## config.mk

```make
export PLATFORM = sky130hd
export DESIGN_NAME = multicycle_sequencer
export DESIGN_NICKNAME = d
export VERILOG_FILES = /design/src/rtl/multicycle_sequencer_pkg.sv /design/src/rtl/multicycle_sequencer_instr_decode.sv /design/src/rtl/multicycle_sequencer.sv
export SDC_FILE = /design/constraint.sdc
export NUM_CORES = 1
export LEC_CHECK = 0
export BUFFER_PORTS_ARGS = -buffer_cell sky130_fd_sc_hd__buf_2
export CORE_ASPECT_RATIO = 1.1
export CORE_UTILIZATION = 53
export DETAILED_ROUTE_END_ITERATION = 12
export PLACE_DENSITY = 0.79
export SYNTH_ARGS = -nofsm -noshare
export SYNTH_HDL_FRONTEND = slang
export SYNTH_SLANG_ARGS = --single-unit
```

## constraint.sdc

```tcl
create_clock -name clk -period 2.7 [get_ports clk]
set_clock_uncertainty 0.1 [all_clocks]
set_input_delay 0.135 -clock clk [delete_from_list [all_inputs] [get_ports clk]]
set_output_delay 0.135 -clock clk [all_outputs]
set_load 0.01 [all_outputs]
```

## src/rtl/multicycle_sequencer_pkg.sv

```systemverilog
// Shared definitions for the multi-cycle CPU sequencer: state and
// instruction-class encodings, opcode map, ALU/operand-source codes and
// fault codes.
package multicycle_sequencer_pkg;

    typedef enum logic [2:0] {
        ST_IDLE   = 3'd0,
        ST_FETCH  = 3'd1,
        ST_DECODE = 3'd2,
        ST_EXEC   = 3'd3,
        ST_MEM    = 3'd4,
        ST_WB     = 3'd5,
        ST_FAULT  = 3'd6
    } state_t;

    typedef enum logic [2:0] {
        CL_ALU   = 3'd0,
        CL_LD    = 3'd1,
        CL_ST    = 3'd2,
        CL_BR_EQ = 3'd3,
        CL_BR_NE = 3'd4,
        CL_JMP   = 3'd5,
        CL_IMM   = 3'd6,
        CL_ILL   = 3'd7
    } iclass_t;

    // Opcode map (IR[6:0])
    localparam logic [6:0] OP_LD  = 7'b0000011;
    localparam logic [6:0] OP_ST  = 7'b0000111;
    localparam logic [6:0] OP_ADD = 7'b0001011;
    localparam logic [6:0] OP_SUB = 7'b0001111;
    localparam logic [6:0] OP_INV = 7'b0010011;
    localparam logic [6:0] OP_LSL = 7'b0010111;
    localparam logic [6:0] OP_LSR = 7'b0011011;
    localparam logic [6:0] OP_AND = 7'b0011111;
    localparam logic [6:0] OP_OR  = 7'b0100011;
    localparam logic [6:0] OP_SLT = 7'b0100111;
    localparam logic [6:0] OP_BEQ = 7'b0101111;
    localparam logic [6:0] OP_BNE = 7'b0110011;
    localparam logic [6:0] OP_JMP = 7'b0110111;
    localparam logic [6:0] OP_LUI = 7'b0111011;
    localparam logic [6:0] OP_LLI = 7'b0111111;

    // ALU function codes
    localparam logic [3:0] ALU_ADD = 4'b0000;
    localparam logic [3:0] ALU_SUB = 4'b0001;
    localparam logic [3:0] ALU_INV = 4'b0010;
    localparam logic [3:0] ALU_LSL = 4'b0011;
    localparam logic [3:0] ALU_LSR = 4'b0100;
    localparam logic [3:0] ALU_AND = 4'b0101;
    localparam logic [3:0] ALU_OR  = 4'b0110;
    localparam logic [3:0] ALU_SLT = 4'b0111;
    localparam logic [3:0] ALU_LUI = 4'b1000;
    localparam logic [3:0] ALU_LLI = 4'b1001;

    // ALU second-operand source
    localparam logic [1:0] SRC_REG = 2'b00;
    localparam logic [1:0] SRC_OFF = 2'b01;
    localparam logic [1:0] SRC_IMM = 2'b10;

    // Fault codes
    localparam logic [1:0] FLT_NONE    = 2'b00;
    localparam logic [1:0] FLT_ILLEGAL = 2'b01;
    localparam logic [1:0] FLT_TIMEOUT = 2'b10;

    // Instructions that finish in EXEC by redirecting (or not) the PC
    function automatic logic is_ctrl_xfer(input iclass_t c);
        return (c == CL_BR_EQ) || (c == CL_BR_NE) || (c == CL_JMP);
    endfunction

    // Instructions that end with a register-file write
    function automatic logic needs_wb(input iclass_t c);
        return (c == CL_ALU) || (c == CL_IMM) || (c == CL_LD);
    endfunction

endpackage

```

## src/rtl/multicycle_sequencer_instr_decode.sv

```systemverilog
// Combinational opcode decoder: maps IR[6:0] to the ALU function, the
// ALU operand source and the instruction class used by the sequencer.
module instr_decode
    import multicycle_sequencer_pkg::*;
(
    input  logic [6:0] i_opcode,
    output logic [3:0] o_alu_op,
    output logic [1:0] o_alu_src,
    output iclass_t    o_iclass
);

    // Opcode lookup; anything not in the map is classed illegal with neutral fields
    always_comb begin
        o_alu_op  = ALU_ADD;
        o_alu_src = SRC_REG;
        o_iclass  = CL_ILL;
        case (i_opcode)
            OP_LD:  begin o_alu_op = ALU_ADD; o_alu_src = SRC_OFF; o_iclass = CL_LD;    end
            OP_ST:  begin o_alu_op = ALU_ADD; o_alu_src = SRC_OFF; o_iclass = CL_ST;    end
            OP_ADD: begin o_alu_op = ALU_ADD; o_alu_src = SRC_REG; o_iclass = CL_ALU;   end
            OP_SUB: begin o_alu_op = ALU_SUB; o_alu_src = SRC_REG; o_iclass = CL_ALU;   end
            OP_INV: begin o_alu_op = ALU_INV; o_alu_src = SRC_REG; o_iclass = CL_ALU;   end
            OP_LSL: begin o_alu_op = ALU_LSL; o_alu_src = SRC_REG; o_iclass = CL_ALU;   end
            OP_LSR: begin o_alu_op = ALU_LSR; o_alu_src = SRC_REG; o_iclass = CL_ALU;   end
            OP_AND: begin o_alu_op = ALU_AND; o_alu_src = SRC_REG; o_iclass = CL_ALU;   end
            OP_OR:  begin o_alu_op = ALU_OR;  o_alu_src = SRC_REG; o_iclass = CL_ALU;   end
            OP_SLT: begin o_alu_op = ALU_SLT; o_alu_src = SRC_REG; o_iclass = CL_ALU;   end
            // Branches compare two registers with a subtract
            OP_BEQ: begin o_alu_op = ALU_SUB; o_alu_src = SRC_REG; o_iclass = CL_BR_EQ; end
            OP_BNE: begin o_alu_op = ALU_SUB; o_alu_src = SRC_REG; o_iclass = CL_BR_NE; end
            OP_JMP: begin o_alu_op = ALU_ADD; o_alu_src = SRC_REG; o_iclass = CL_JMP;   end
            OP_LUI: begin o_alu_op = ALU_LUI; o_alu_src = SRC_IMM; o_iclass = CL_IMM;   end
            OP_LLI: begin o_alu_op = ALU_LLI; o_alu_src = SRC_IMM; o_iclass = CL_IMM;   end
            default: begin
                o_alu_op  = ALU_ADD;
                o_alu_src = SRC_REG;
                o_iclass  = CL_ILL;
            end
        endcase
    end

endmodule

```

## src/rtl/multicycle_sequencer.sv

```systemverilog
// Multi-cycle control sequencer for the 16-bit CPU. Steps each instruction
// through FETCH/DECODE/EXEC/MEM/WB over a single shared memory port with a
// ready handshake, drives the datapath enables and traps illegal opcodes
// and stalled memory accesses into a sticky FAULT state.
module multicycle_sequencer
    import multicycle_sequencer_pkg::*;
#(
    parameter int MEM_TIMEOUT  = 16,
    parameter int ILLEGAL_TRAP = 1
) (
    input  logic       clk,
    input  logic       rst_n,
    input  logic       run,
    input  logic [6:0] opcode,
    input  logic       zero,
    input  logic       mem_ready,
    output logic       mem_req,
    output logic       mem_we,
    output logic       mem_addr_sel,
    output logic       ir_load,
    output logic       pc_inc,
    output logic       pc_branch,
    output logic       pc_jump,
    output logic [3:0] alu_op,
    output logic [1:0] alu_src,
    output logic       reg_write_en,
    output logic       mem_to_reg,
    output logic       retired,
    output logic       busy,
    output logic       fault,
    output logic [1:0] fault_code
);

    // Counter only needs to reach MEM_TIMEOUT-1 before the fault fires
    localparam int              CNT_W    = $clog2(MEM_TIMEOUT + 1);
    localparam logic [CNT_W-1:0] CNT_LAST = CNT_W'(MEM_TIMEOUT - 1);
    localparam logic            TRAP_ILL = (ILLEGAL_TRAP != 0);

    state_t           r_state;
    state_t           w_next;
    state_t           w_next_fetch;
    iclass_t          r_class;
    logic [3:0]       r_alu_op;
    logic [1:0]       r_alu_src;
    logic [CNT_W-1:0] r_cnt;
    logic [1:0]       r_fault_code;

    logic [3:0]       w_dec_op;
    logic [1:0]       w_dec_src;
    iclass_t          w_dec_class;
    logic             w_waiting;
    logic             w_timeout;
    logic             w_dec_illegal;

    instr_decode u_decode (
        .i_opcode  (opcode),
        .o_alu_op  (w_dec_op),
        .o_alu_src (w_dec_src),
        .o_iclass  (w_dec_class)
    );

    // run is only looked at when an instruction finishes
    assign w_next_fetch  = run ? ST_FETCH : ST_IDLE;
    assign w_dec_illegal = (w_dec_class == CL_ILL);

    // A memory access is stalled when a request is outstanding and not acknowledged
    assign w_waiting = ((r_state == ST_FETCH) || (r_state == ST_MEM)) && !mem_ready;
    // Ready on the last permitted cycle still completes the access
    assign w_timeout = w_waiting && (r_cnt == CNT_LAST);

    // State register
    always_ff @(posedge clk or negedge rst_n) begin
        if (!rst_n) begin
            r_state <= ST_IDLE;
        end else begin
            r_state <= w_next;
        end
    end

    // Next-state logic
    always_comb begin
        w_next = r_state;
        case (r_state)
            ST_IDLE: begin
                if (run) w_next = ST_FETCH;
            end
            ST_FETCH: begin
                if (mem_ready)      w_next = ST_DECODE;
                else if (w_timeout) w_next = ST_FAULT;
            end
            ST_DECODE: begin
                if (w_dec_illegal) w_next = TRAP_ILL ? ST_FAULT : w_next_fetch;
                else               w_next = ST_EXEC;
            end
            ST_EXEC: begin
                case (r_class)
                    CL_ALU, CL_IMM: w_next = ST_WB;
                    CL_LD, CL_ST:   w_next = ST_MEM;
                    default:        w_next = w_next_fetch;
                endcase
            end
            ST_MEM: begin
                if (mem_ready)      w_next = (r_class == CL_LD) ? ST_WB : w_next_fetch;
                else if (w_timeout) w_next = ST_FAULT;
            end
            ST_WB:    w_next = w_next_fetch;
            ST_FAULT: w_next = ST_FAULT;
            default:  w_next = ST_IDLE;
        endcase
    end

    // Decoded fields are captured on leaving DECODE and held for the rest of the instruction
    always_ff @(posedge clk or negedge rst_n) begin
        if (!rst_n) begin
            r_alu_op  <= ALU_ADD;
            r_alu_src <= SRC_REG;
            r_class   <= CL_ALU;
        end else if (r_state == ST_DECODE) begin
            r_alu_op  <= w_dec_op;
            r_alu_src <= w_dec_src;
            r_class   <= w_dec_class;
        end
    end

    // Memory wait counter: restarts on every state change, counts stalled request cycles
    always_ff @(posedge clk or negedge rst_n) begin
        if (!rst_n) begin
            r_cnt <= '0;
        end else if (w_next != r_state) begin
            r_cnt <= '0;
        end else if (w_waiting) begin
            r_cnt <= r_cnt + CNT_W'(1);
        end
    end

    // Fault cause, latched once on entry to FAULT and kept until reset
    always_ff @(posedge clk or negedge rst_n) begin
        if (!rst_n) begin
            r_fault_code <= FLT_NONE;
        end else if ((w_next == ST_FAULT) && (r_state != ST_FAULT)) begin
            r_fault_code <= (r_state == ST_DECODE) ? FLT_ILLEGAL : FLT_TIMEOUT;
        end
    end

    // Output logic: enables decoded from the current state and held instruction class
    always_comb begin
        mem_req      = 1'b0;
        mem_we       = 1'b0;
        mem_addr_sel = 1'b0;
        ir_load      = 1'b0;
        pc_inc       = 1'b0;
        pc_branch    = 1'b0;
        pc_jump      = 1'b0;
        alu_op       = r_alu_op;
        alu_src      = r_alu_src;
        reg_write_en = 1'b0;
        mem_to_reg   = 1'b0;
        retired      = 1'b0;
        busy         = 1'b0;
        fault        = 1'b0;
        fault_code   = FLT_NONE;
        case (r_state)
            ST_FETCH: begin
                busy    = 1'b1;
                mem_req = 1'b1;
                ir_load = mem_ready;
                pc_inc  = mem_ready;
            end
            ST_DECODE: begin
                busy    = 1'b1;
                // Without trapping, an illegal opcode retires as a NOP right here
                retired = w_dec_illegal && !TRAP_ILL;
            end
            ST_EXEC: begin
                busy      = 1'b1;
                pc_branch = ((r_class == CL_BR_EQ) && zero) ||
                            ((r_class == CL_BR_NE) && !zero);
                pc_jump   = (r_class == CL_JMP);
                retired   = is_ctrl_xfer(r_class);
            end
            ST_MEM: begin
                busy         = 1'b1;
                mem_req      = 1'b1;
                mem_addr_sel = 1'b1;
                mem_we       = (r_class == CL_ST);
                mem_to_reg   = (r_class == CL_LD);
                retired      = (r_class == CL_ST) && mem_ready;
            end
            ST_WB: begin
                busy         = 1'b1;
                reg_write_en = needs_wb(r_class);
                retired      = 1'b1;
                mem_to_reg   = (r_class == CL_LD);
            end
            ST_FAULT: begin
                fault      = 1'b1;
                fault_code = r_fault_code;
                alu_op     = ALU_ADD;
                alu_src    = SRC_REG;
            end
            default: begin
                busy = 1'b0;
            end
        endcase
    end

endmodule

```

## Word-level counts from Yosys, hierarchy flattened

Memory sizes are Yosys's and may differ from the RTL's.
Index checks and enable logic that the tools add are counted.

| storage, ports and cells | value |
|---|---|
| register bits | 19 |
| memory bits (read-only) | 576 |
| bits of input ports | 12 |
| word-level logic and storage cells | 74 |
| memories kept | 1 |

Memory list:

| memory | words | width | rd ports | clocked after memory_dff | write ports | line | text |
|---|---|---|---|---|---|---|---|
| (name not given) | 64 | 9 | 1 | 0 | 0 | multicycle_sequencer_instr_decode.sv:17 | `case (i_opcode)` |

| cells by class | value |
|---|---|
| add/sub/neg operators | 1 |
| equality and inequality tests | 17 |
| mux-type cells | 27 |
| reductions and logical operators | 22 |

Operator list:

| kind | count |
|---|---|
| $eq 3x3->1 const B | 8 |
| $pmux 3 s7 | 1 |
| $mux 3 | 6 |
| $eq 3x2->1 const B | 4 |
| $mux 1 | 11 |
| $mux 5 | 2 |
| $mux 9 | 1 |
| $reduce_or 2->1 | 4 |
| $eq 3x1->1 const B | 2 |
| $logic_and 1x1->1 | 6 |
| $logic_not 3->1 | 2 |
| $logic_or 1x1->1 | 6 |
| $mux 2 | 3 |
| $pmux 3 s2 | 1 |
| $add 5x1->5 const B | 1 |
| $eq 5x4->1 const B | 1 |
| $reduce_or 5->1 | 1 |
| $mux 4 | 1 |
| $ne 3x3->1 | 1 |
| $ne 3x3->1 const B | 1 |
| $pmux 1 s3 | 1 |
| $logic_not 1->1 | 2 |
| $reduce_bool 2->1 | 1 |

## Logic depth before layout (Yosys ltp)

| depth | value |
|---|---|
| depth in word-level cells | 9 |
| gate-level depth with buffers | 8 |

## By module

From an unflattened synthesis, not the netlist that was laid out.

| unflattened totals | value |
|---|---|
| cell total of the unflattened synthesis | 171 |
| area, all modules | 1502.7 um^2 |

By module, submodules not included:

| module | times used | cells an instance | area each (um^2) | sequential area each (um^2) |
|---|---|---|---|---|
| multicycle_sequencer | 1 | 142 | 1287.5 | 475.5 |
| instr_decode | 1 | 29 | 215.2 | 0.0 |

## Worst setup path after synthesis

OpenSTA, ideal clock, no wires.

| path | value |
|---|---|
| path type | reg-to-reg |
| start point | register r_cnt[0] |
| end point | register r_cnt[0] |
| data arrival time | 1869 ps |
| required time | 2467 ps |
| slack | 598 ps |
| stages on the path, launching flop included | 9 |
| path buffers | 0 |
| clock period less this slack | 2102 ps |
| cell sequence | dfrtp_1 -> ha_1 -> and3_1 -> ha_1 -> nand2b_1 -> nor3_1 -> a2111o_1 -> mux2i_2 -> nor3_1 |

| on the way | value |
|---|---|
| cells in the longest elaborated chain, start to end | 7 |
| elaborated cells on any way between the ends | 11 |
| those cells by class | 1 x add/sub; 2 x eq/ne; 6 x mux; 2 x reduce/logical |

Ends and longest elaborated chain:

| element | line | text |
|---|---|---|
| start, declared | multicycle_sequencer.sv:45 | `logic [CNT_W-1:0] r_cnt;` |
| start signal, assigned | multicycle_sequencer.sv:132 | `r_cnt <= r_cnt + CNT_W'(1);` |
| $eq 5x4->1 (*) | multicycle_sequencer.sv:69 | `assign w_timeout = w_waiting && (r_cnt == CNT_LAST);` |
| $logic_and 1x1->1 (*) | multicycle_sequencer.sv:69 |  |
| $mux 3 (*) | multicycle_sequencer.sv:89, multicycle_sequencer.sv:104 |  |
| $mux 3 (on tied branches) | multicycle_sequencer.sv:103, multicycle_sequencer.sv:88 |  |
| $pmux 3 s7 (*) | multicycle_sequencer.sv:83 | `case (r_state)` |
| net w_next[2] | multicycle_sequencer.sv:40 | `state_t w_next;` |
| $ne 3x3->1 (*) | multicycle_sequencer.sv:129 | `end else if (w_next != r_state) begin` |
| $mux 5 / $reduce_bool 2->1 (equally long branches) | - |  |

The timed path passes the listed nets; every way through them passes the cells marked *. The select of a mux whose other input is x is not followed.
A chain may end at the register's enable or synchronous reset.

## Final worst setup path

| path | value |
|---|---|
| start point | register r_cnt[0] |
| end point | register r_cnt[2] |

Same word-level chain as after synthesis.

==> impl_summary.txt <==
----------------------------------------------------
[Run status]
  Outcome ... complete, no violations

[Clock network]
  Count of buffers added by post-CTS timing repair for setup ... 0
  Cts hold-fix bufs ... 1
  Cells resized by post-CTS repair ... 0
  Maximum level of the CTS H-tree ... 1
  Later-pin clock latency in the skew report ... 0.31 ns
  CTS Root Buffer Type ... sky130_fd_sc_hd__clkbuf_4
  TritonCTS clock tree ... done
  Total CTS buffers ... 3
  Clock slew seen by the registers of the worst setup and hold paths ... roughly 0.1 ns
  Clock Sink Count ... 18
  Longest Clk Path Bufs ... 2

[Synth]
  Flip-flop and latch count after synthesis ... 18
  Number of enable flip-flop cells after synthesis ... 0
  Count of yosys warnings during synthesis ... 0
  Total standard cell area after synthesis ... 0.00136 mm2
  Most common flop cell mapped by yosys ... sky130_fd_sc_hd__dfrtp_1
  Post-synthesis cell type count ... 44
  Nets in the synthesized netlist ... 186
  Cells after synthesis ... 172
  Post-Synthesis Mean Instance Area ... 7.91 um2
  Async set-or-reset flop fraction in the synthesized netlist ... 100%
  Register area share after synthesis ... 33.1%

[Placement]
  Detailed Place HPWL ... 2260 um
  PortBufs ... 31
  Routability cong. ... 0.890

[Final layout]
  Diodes inserted ... 0
  Ratio of cells with drive above 1 in the final layout ... 21.0%
  Net total in the final layout ... 211
  Final design utilization ... 65.1%
  Area Growth Syn to Fin ... 11.9%
  Top library cells by usage in the layout, fill and taps aside ... sky130_fd_sc_hd__buf_2, sky130_fd_sc_hd__nand2_1, sky130_fd_sc_hd__dfrtp_1
  Most common library cell in the layout ignoring fill and taps ... sky130_fd_sc_hd__buf_2

[Critical path]
  Logic depth of the worst register-to-register path ... 8
  Required time at the endpoint of the critical path ... 2.78 ns
  Worst Setup Start Kind ... flop
  Launch point of the worst reg-to-reg path ... r_cnt[0]
  Worst path arrival time ... 2.38 ns
  Maximum net fanout on the critical path ... 5
  Launch point of the critical path ... r_cnt[0]
  Kind of critical path ... flop to flop
  Worst Setup End Kind ... flop

[Global route]
  Global-route met3 utilization ... 3.28%
  GRT Resource Usage Total ... 25.6%
  Global-route wire length before repair ... 5220 um
  Global-route track usage on met2 ... 47.8%
  Layer with the highest usage after global routing ... met2
  Pin count of the biggest net entering global routing ... 19
  Initial antenna violation count ... 0
  Met1 usage ... 29.9%
  Global route overflow ... 0
  Via count of the first global-routing pass ... about 1200

[Route]
  First-pass iteration count of the detailed router ... 4
  Vias after detailed routing ... 1338
  Post-detailed-route via-to-cell ratio ... 5.95
  DRC ... 0
  Average routed wire per standard cell ... 13.8 um
  Post-detailed-routing wire length ... approximately 3100 um
  Final antenna-violating net count ... 0
  Iter 0 DRT Violations ... 45

[STA]
  Final Max Slew Viols ... 0
  Final setup fails ... 0
  Highest achievable clock rate ... 434 MHz
  Final hold violations ... 0
  RSZ-0062 raised after global routing ... no
  Final min period ... 2.30 ns
  Total Neg Setup Slack ... 0 ns
  Final worst-path cycle share ... 85.3%
  Relative slew slack ... 66.5%
  Least-Margin Pin Slew ... 0.503 ns

[Min path]
  Cell depth of the worst hold path ... 2
  Min-delay worst type ... input pin to flop
  Hold Startpoint ... opcode[3]

[Job]
  Number of max-capacitance violations reported ... 0

[Power and ir drop]
  Power per Cell Area ... between 700 and 800 mW/mm2
  Pleak ... about 0.74 nW
  Largest vdd supply drop ... 0.476 mV

[Die]
  Die Span Y ... 55.2 um
  Core Region ... 0.00234 mm2
  I/O pin total ... 32
  Number of standard-cell rows in the floorplan ... 18
  Die Span X ... 50.3 um
  Die area ... 0.00278 mm2
  Starting density of the core ... 58.1%

----------------------------------------------------
[registers in the layout, summed over array words and instances, names as in the netlist]
name,cells
r_alu_op,4
r_cnt,5
r_class,3
r_fault_code,2
r_state,3
r_alu_src,1
[logic make-up after synthesis]
logic type | share of synthesized area (%)
AOI/OAI and AO/OA | 20.1
buffers and inverters | 7.08
adders and majority gates | 1.84
muxes | 3.22
xor gates and xnor gates | 3.22
DFF | 33.1
and+or+nand+nor | 31.4
[final timing paths]
kind	end	slack, ns
min in group asynchronous	r_fault_code[1]	0.18
setup reg to reg	r_cnt[2]	0.40
max in group asynchronous	r_alu_op[3]	2.02
hold / removal	r_alu_op[1]	0.06
hold reg to reg	r_alu_op[1]	0.39
setup / recovery	r_cnt[2]	0.40
[metal layers]
layer  share of wire (%)  vias up
met5                   0        -
met4                 1.3        0
met3                 4.7        5
met2                  51       46
met1                  43      629
li1                    -      658
[critical path: stages (launching register included)]
cell                       delay (ns)
sky130_fd_sc_hd__dfrtp_1         0.42
sky130_fd_sc_hd__ha_1            0.22
sky130_fd_sc_hd__and3_1          0.19
sky130_fd_sc_hd__ha_1            0.23
sky130_fd_sc_hd__nand2b_1        0.11
sky130_fd_sc_hd__nor3_1          0.05
sky130_fd_sc_hd__a2111o_1        0.44
sky130_fd_sc_hd__mux2i_2         0.32
sky130_fd_sc_hd__nor3_1          0.11
[Yosys cell counts (2+ instances only)]
master | count | area (um2)
sky130_fd_sc_hd__xnor2_1 | 3 | 26.3
sky130_fd_sc_hd__dfrtp_1 | 18 | 450
sky130_fd_sc_hd__or3b_1 | 3 | 26.3
sky130_fd_sc_hd__a31oi_1 | 3 | 18.8
sky130_fd_sc_hd__a21oi_1 | 10 | 50.1
sky130_fd_sc_hd__xor2_1 | 2 | 17.5
sky130_fd_sc_hd__nor2_1 | 15 | 56.3
sky130_fd_sc_hd__o31ai_1 | 2 | 15.0
sky130_fd_sc_hd__buf_2 | 2 | 10.0
sky130_fd_sc_hd__inv_1 | 7 | 26.3
sky130_fd_sc_hd__clkbuf_1 | 7 | 26.3
sky130_fd_sc_hd__a31o_1 | 2 | 17.5
sky130_fd_sc_hd__o21ai_1 | 5 | 25.0
sky130_fd_sc_hd__and3_1 | 7 | 43.8
sky130_fd_sc_hd__nand2_1 | 20 | 75.1
sky130_fd_sc_hd__o21ai_0 | 9 | 45.0
sky130_fd_sc_hd__buf_4 | 3 | 22.5
sky130_fd_sc_hd__a211oi_1 | 2 | 15.0
sky130_fd_sc_hd__nand3_1 | 2 | 10.0
sky130_fd_sc_hd__nand2b_1 | 4 | 25.0
sky130_fd_sc_hd__nor2b_1 | 5 | 31.3
sky130_fd_sc_hd__ha_1 | 2 | 25.0
sky130_fd_sc_hd__and2_1 | 5 | 31.3
sky130_fd_sc_hd__mux2i_1 | 3 | 30.0
sky130_fd_sc_hd__nor3_1 | 12 | 60.1
[where the power goes]
part           switching (mW)  internal, mW
Sequential              0.136         0.332
Combinational           0.340         0.252
Clock                  0.0889        0.0521
[per-stage QoR]
step	hold slack, ns	power [mW]	setup slack, ns	cells	cell area (um2)
finish	0.0612	1.20	0.397	225	1520
global route	0.0748	1.30	0.241	225	1520
CTS	0.0595	1.20	0.387	225	1520
detailed placement	-0.0112	1.05	0.415	221	1490
global placement	-0.0216	1.03	0.521	221	1490
floorplan	-0.261	0.908	0.598	172	1360
[layout make-up]
| type | instances | area [um2] |
|---|---|---|
| Fill cell | 218 | 818 |
| Tap cell | 30 | 37.5 |
| Multi-Input combinational cell | 134 | 815 |
| Inverter | 7 | 26.3 |
| Clock buffer | 3 | 22.5 |
| Timing Repair Buffer | 33 | 173 |
| Sequential cell | 18 | 450 |
(Power assumes the default switching activity.)
